==> config.mk <==
export PLATFORM = sky130hd
export DESIGN_NAME = clock_divider_flat
export DESIGN_NICKNAME = d
export VERILOG_FILES = /design/src/rtl/clock_divider_if.sv /design/src/rtl/clock_divider.sv /design/src/flat_wrapper.sv
export SDC_FILE = /design/constraint.sdc
export NUM_CORES = 1
export LEC_CHECK = 0
export CELL_PAD_IN_SITES_DETAIL_PLACEMENT = 0
export CELL_PAD_IN_SITES_GLOBAL_PLACEMENT = 1
export CORE_UTILIZATION = 35
export CTS_BUF_LIST = sky130_fd_sc_hd__clkbuf_8
export CTS_CLUSTER_DIAMETER = 50
export DETAILED_ROUTE_END_ITERATION = 8
export HOLD_SLACK_MARGIN = 0.06
export PLACE_DENSITY_LB_ADDON = 0.1
export SYNTH_ARGS = -nofsm -noshare
export SYNTH_HDL_FRONTEND = slang
export SYNTH_SLANG_ARGS = --single-unit
==> constraint.sdc <==
create_clock -name clk -period 3.9 [get_ports clk]
set_input_delay 0.78 -clock clk [delete_from_list [all_inputs] [get_ports clk]]
set_output_delay 0.78 -clock clk [all_outputs]
set_load 0.005 [all_outputs]
==> src/rtl/clock_divider_if.sv <==
// rtl/clock_divider_if.sv - divided-clock output bundle for the alarm-clock divider
interface clock_divider_if;
  logic clk_1hz;
  logic clk_fast;
  logic clk_blink;

  modport master (output clk_1hz, output clk_fast, output clk_blink);
  modport slave  (input  clk_1hz, input  clk_fast, input  clk_blink);
endinterface

==> src/rtl/clock_divider.sv <==
// rtl/clock_divider.sv - three independent 50% duty dividers from the board clock
// Each output register flips every HALF_x master edges; outputs come straight from flops.
module clock_divider #(
  parameter int HALF_1HZ   = 50_000_000,
  parameter int HALF_FAST  = 100_000,
  parameter int HALF_BLINK = 12_500_000
) (
  input  logic             clk,
  input  logic             rst,
  clock_divider_if.master  o_div
);

  localparam int W_1HZ   = (HALF_1HZ   > 1) ? $clog2(HALF_1HZ)   : 1;
  localparam int W_FAST  = (HALF_FAST  > 1) ? $clog2(HALF_FAST)  : 1;
  localparam int W_BLINK = (HALF_BLINK > 1) ? $clog2(HALF_BLINK) : 1;

  localparam logic [W_1HZ-1:0]   LAST_1HZ   = W_1HZ'(HALF_1HZ - 1);
  localparam logic [W_FAST-1:0]  LAST_FAST  = W_FAST'(HALF_FAST - 1);
  localparam logic [W_BLINK-1:0] LAST_BLINK = W_BLINK'(HALF_BLINK - 1);

  // Power-up values match the reset state so an unreset board behaves identically.
  logic [W_1HZ-1:0]   r_cnt_1hz   = '0;
  logic [W_FAST-1:0]  r_cnt_fast  = '0;
  logic [W_BLINK-1:0] r_cnt_blink = '0;
  logic               r_clk_1hz   = 1'b0;
  logic               r_clk_fast  = 1'b0;
  logic               r_clk_blink = 1'b0;

  always_ff @(posedge clk or posedge rst) begin
    if (rst) begin
      r_cnt_1hz <= '0;
      r_clk_1hz <= 1'b0;
    end else if (r_cnt_1hz == LAST_1HZ) begin
      r_cnt_1hz <= '0;
      r_clk_1hz <= ~r_clk_1hz;
    end else begin
      r_cnt_1hz <= r_cnt_1hz + W_1HZ'(1);
    end
  end

  always_ff @(posedge clk or posedge rst) begin
    if (rst) begin
      r_cnt_fast <= '0;
      r_clk_fast <= 1'b0;
    end else if (r_cnt_fast == LAST_FAST) begin
      r_cnt_fast <= '0;
      r_clk_fast <= ~r_clk_fast;
    end else begin
      r_cnt_fast <= r_cnt_fast + W_FAST'(1);
    end
  end

  always_ff @(posedge clk or posedge rst) begin
    if (rst) begin
      r_cnt_blink <= '0;
      r_clk_blink <= 1'b0;
    end else if (r_cnt_blink == LAST_BLINK) begin
      r_cnt_blink <= '0;
      r_clk_blink <= ~r_clk_blink;
    end else begin
      r_cnt_blink <= r_cnt_blink + W_BLINK'(1);
    end
  end

  assign o_div.clk_1hz   = r_clk_1hz;
  assign o_div.clk_fast  = r_clk_fast;
  assign o_div.clk_blink = r_clk_blink;

endmodule

==> src/flat_wrapper.sv <==
// flat-port wrapper written by rule: the top's interface ports become plain ports
module clock_divider_flat 
#(
  parameter int HALF_1HZ   = 50_000_000,
  parameter int HALF_FAST  = 100_000,
  parameter int HALF_BLINK = 12_500_000
)
  (clk, rst, o_div_clk_1hz, o_div_clk_fast, o_div_clk_blink);
  clock_divider_if o_div_i ();
  input  logic clk;
  input  logic rst;
  output wire logic [$bits(o_div_i.clk_1hz)-1:0] o_div_clk_1hz;
  output wire logic [$bits(o_div_i.clk_fast)-1:0] o_div_clk_fast;
  output wire logic [$bits(o_div_i.clk_blink)-1:0] o_div_clk_blink;
  assign o_div_clk_1hz = o_div_i.clk_1hz;
  assign o_div_clk_fast = o_div_i.clk_fast;
  assign o_div_clk_blink = o_div_i.clk_blink;
  clock_divider #(.HALF_1HZ(HALF_1HZ), .HALF_FAST(HALF_FAST), .HALF_BLINK(HALF_BLINK)) u_core (.clk(clk), .rst(rst), .o_div(o_div_i));
endmodule
==> results_dict.tcl <==
set metrics [dict create \
    outcome "finished, final reports clean" \
    timing.hold.ws_ns 0.4638 \
    drt-initial-drc-count 56 \
    syn_area_sq_um 3267 \
    overflow 0 \
    grt_util_all_layers 0.1409 \
    ys_seq_area_frac 0.5362 \
    synthTopCellsByArea "dfrtp_1 54%, xor2_1 8.3%, xnor2_1 7.5%, nor2_1 5.3%, nand3_1 4.0%" \
    via_per_inst 4.984 \
    drc 0 \
    rsz0062_at_grt "false" \
    crit_path_start_kind "register" \
    clkLatencyLatePin_ns 0.34 \
    area_delta_synth_final_pct 12.79 \
    cts-buffers-inserted 9 \
    cts-root-buf "clkbuf_8" \
    wire_per_inst_um 13.52 \
    cp.required_ns 4.17 \
    post_cts_resized 0 \
    synth_area_per_cell_sq_um 10.54 \
    r2r-end "u_core.o_div.clk_1hz" \
    htree_levels 3 \
    clkTransAtPathRegs_ns 0.08 \
    grt_pass1_vias 2227 \
    yosysTopAreaCell "dfrtp_1" \
    fmaxAchievable_mhz 464.9 \
    yosys_warnings 0 \
    hold_violations 0 \
    post_cts_buffers 0 \
    hold_buffers 0 \
    grt_util_met1 0.1891 \
    min_period_ns 2.151 \
    total_power_uw 1455 \
    r2r_cells 5 \
    power_density_nw_per_um2 394.9 \
    fin_tns_setup_ns 0 \
    synth_cell_types 34 \
    core_area_sq_um 8891 \
    dp_slack_ns 1.569 \
    routed_wl_um 5893 \
    start_util 0.3674 \
    final_cell_mix "70 x dfrtp_1, 46 x nor2_1, 31 x xor2_1" \
    place_area_sq_um 3438 \
    arrival_ns 2.42 \
    hold_depth 1 \
    cts_tree "built" \
    grtUsageMet3 0.02979 \
    globalplace.congestion 0.7057 \
    slew_headroom 0.2697 \
    r2r_start "u_core.r_cnt_1hz[0]" \
    crit_chain "ha_1 > nand4_1 > nor4_2 > buf_4 > xor2_1" \
    cts_buffer_depth 2 \
    r2r_slack_ns 1.75 \
    worstHoldStart "u_core.o_div.clk_blink" \
    clkSinkCount 70 \
    critical_path_class "reg2reg" \
    drive_gt1_frac 0.07927 \
    final_common_cell "dfrtp_1" \
    rows 34 \
    endpoint_kind "register" \
    slowest_stage "nor4_2" \
    die_h_um 98.61 \
    fin_crit_sh 0.5516 \
    portBuffers 4 \
    ant_nets 0 \
    grt_max_degree 53 \
    hpwl_um 3902 \
    use_met2 0.2145 \
    final_nets 328 \
    peakVddDrop_mv 0.1924 \
    antenna_found_initial 0 \
    hold_path.class "reg2reg" \
    syn_inst 310 \
    drtPass1Iterations 4 \
    num_vias 2173 \
    worstMarginPinSlew_ns 1.094 \
    finalSetupViolCount 0 \
    maxCapViolCount 0 \
    finalClockSkew_ns 0.009823 \
    diodes 0 \
    critPathMaxStageDelay_ns 0.81 \
    top_usage_layer "met2" \
    io_pins 5 \
    layout_setup_ws_ns 1.749 \
    grt_pass1_wl_um 10680 \
    async_flop_share 1.000 \
    dieWidth_um 98.61 \
    ys.flop_type "dfrtp_1" \
    crit_fanout 9 \
    synth_fp_nets 315 \
    final_area_sq_um 3685 \
    hold_end "u_core.o_div.clk_blink" \
    synth_edf_count 0 \
    die_area_sq_um 9724 \
    drv_slew 0 \
    p_leak_uw 0.001648 \
    yosys.area.top_type_share 0.5362 \
    ys_ff_latch 70 \
    fillCellCount 875 \
]
## critical path, delay by kind of cell, from the launching register on
| family | cells | cell delay [ns] |
|---|---|---|
| AND/OR/NAND/NOR | 2 | 1.04 |
| flip-flops | 1 | 0.38 |
| buffers and inverters | 1 | 0.30 |
| adder cells (fa/ha/maj) | 1 | 0.21 |
| XOR/XNOR | 1 | 0.15 |
## Yosys cell counts, types with 4 or more instances
library cell and count:
xnor2_1 28, nand3_1 26, dfrtp_1 70, and4_1 7
nor2_1 46, nand2_1 25, xor2_1 31, inv_1 7
nor3_1 5, nand4_1 20, and3_1 4, nor4_1 4
## power breakdown
part           leakage, uW  internal, uW  switching, uW
clock network     0.000126           441            272
registers         0.000935           725              0
logic             0.000587          2.26           14.3
total              0.00165          1170            286
## stage by stage
stage,util,instances
3_5_place_dp,0.3867,420
4_1_cts,0.4144,436
6_report,0.4144,436
2_1_floorplan,-,310
3_3_place_gp,0.3867,420
5_1_grt,0.4144,436
## layer usage
metal | wire length, um | up-vias
li1 | - | 1095
met1 | 3032 | 1046
met2 | 2577 | 23
met3 | 147 | 9
met4 | 136 | 0
met5 | 0 | -
## flip-flops by register name, summed over array words and instances, names as in the netlist
| name | cells |
|---|---|
| u_core.r_cnt_fast | 17 |
| u_core.r_cnt_1hz | 26 |
| u_core.r_cnt_blink | 24 |
| u_core.o_div.clk_blink | 1 |
| u_core.o_div.clk_1hz | 1 |
| u_core.o_div.clk_fast | 1 |
## area by class of cell
type	instances	area, sq um	share of cell area
timing repair buffer	7	62.56	0.01698
sequential	70	1752	0.4754
clock buffer	10	137.6	0.03735
multi-input combinational	228	1463	0.3969
tap	108	135.1	0.03667
inverter	7	26.28	0.007131
clock inverter	6	108.9	0.02954
## worst max path at each step
| stage | start | end | slack (ns) |
|---|---|---|---|
| 2_1_floorplan | rst | u_core.o_div.clk_1hz | 1.35 |
| 3_3_place_gp | rst | u_core.r_cnt_fast[12] | 1.59 |
| 3_5_place_dp | rst | u_core.r_cnt_fast[12] | 1.57 |
| 4_1_cts | u_core.r_cnt_blink[0] | u_core.r_cnt_blink[20] | 1.70 |
| 5_1_grt | u_core.r_cnt_1hz[0] | u_core.o_div.clk_1hz | 1.55 |
| 6_report | u_core.r_cnt_1hz[0] | u_core.o_div.clk_1hz | 1.75 |
## kinds of logic after synthesis
| logic type | synth area share |
|---|---|
| and+or+nand+nor | 0.2635 |
| xor gates and xnor gates | 0.1582 |
| AOI/OAI and AO/OA | 0.01149 |
| muxes | 0.003064 |
| DFF | 0.5362 |
| adders and majority gates | 0.01149 |
| buffers and inverters | 0.01609 |
Note: power is estimated with default switching activity, not from simulation.
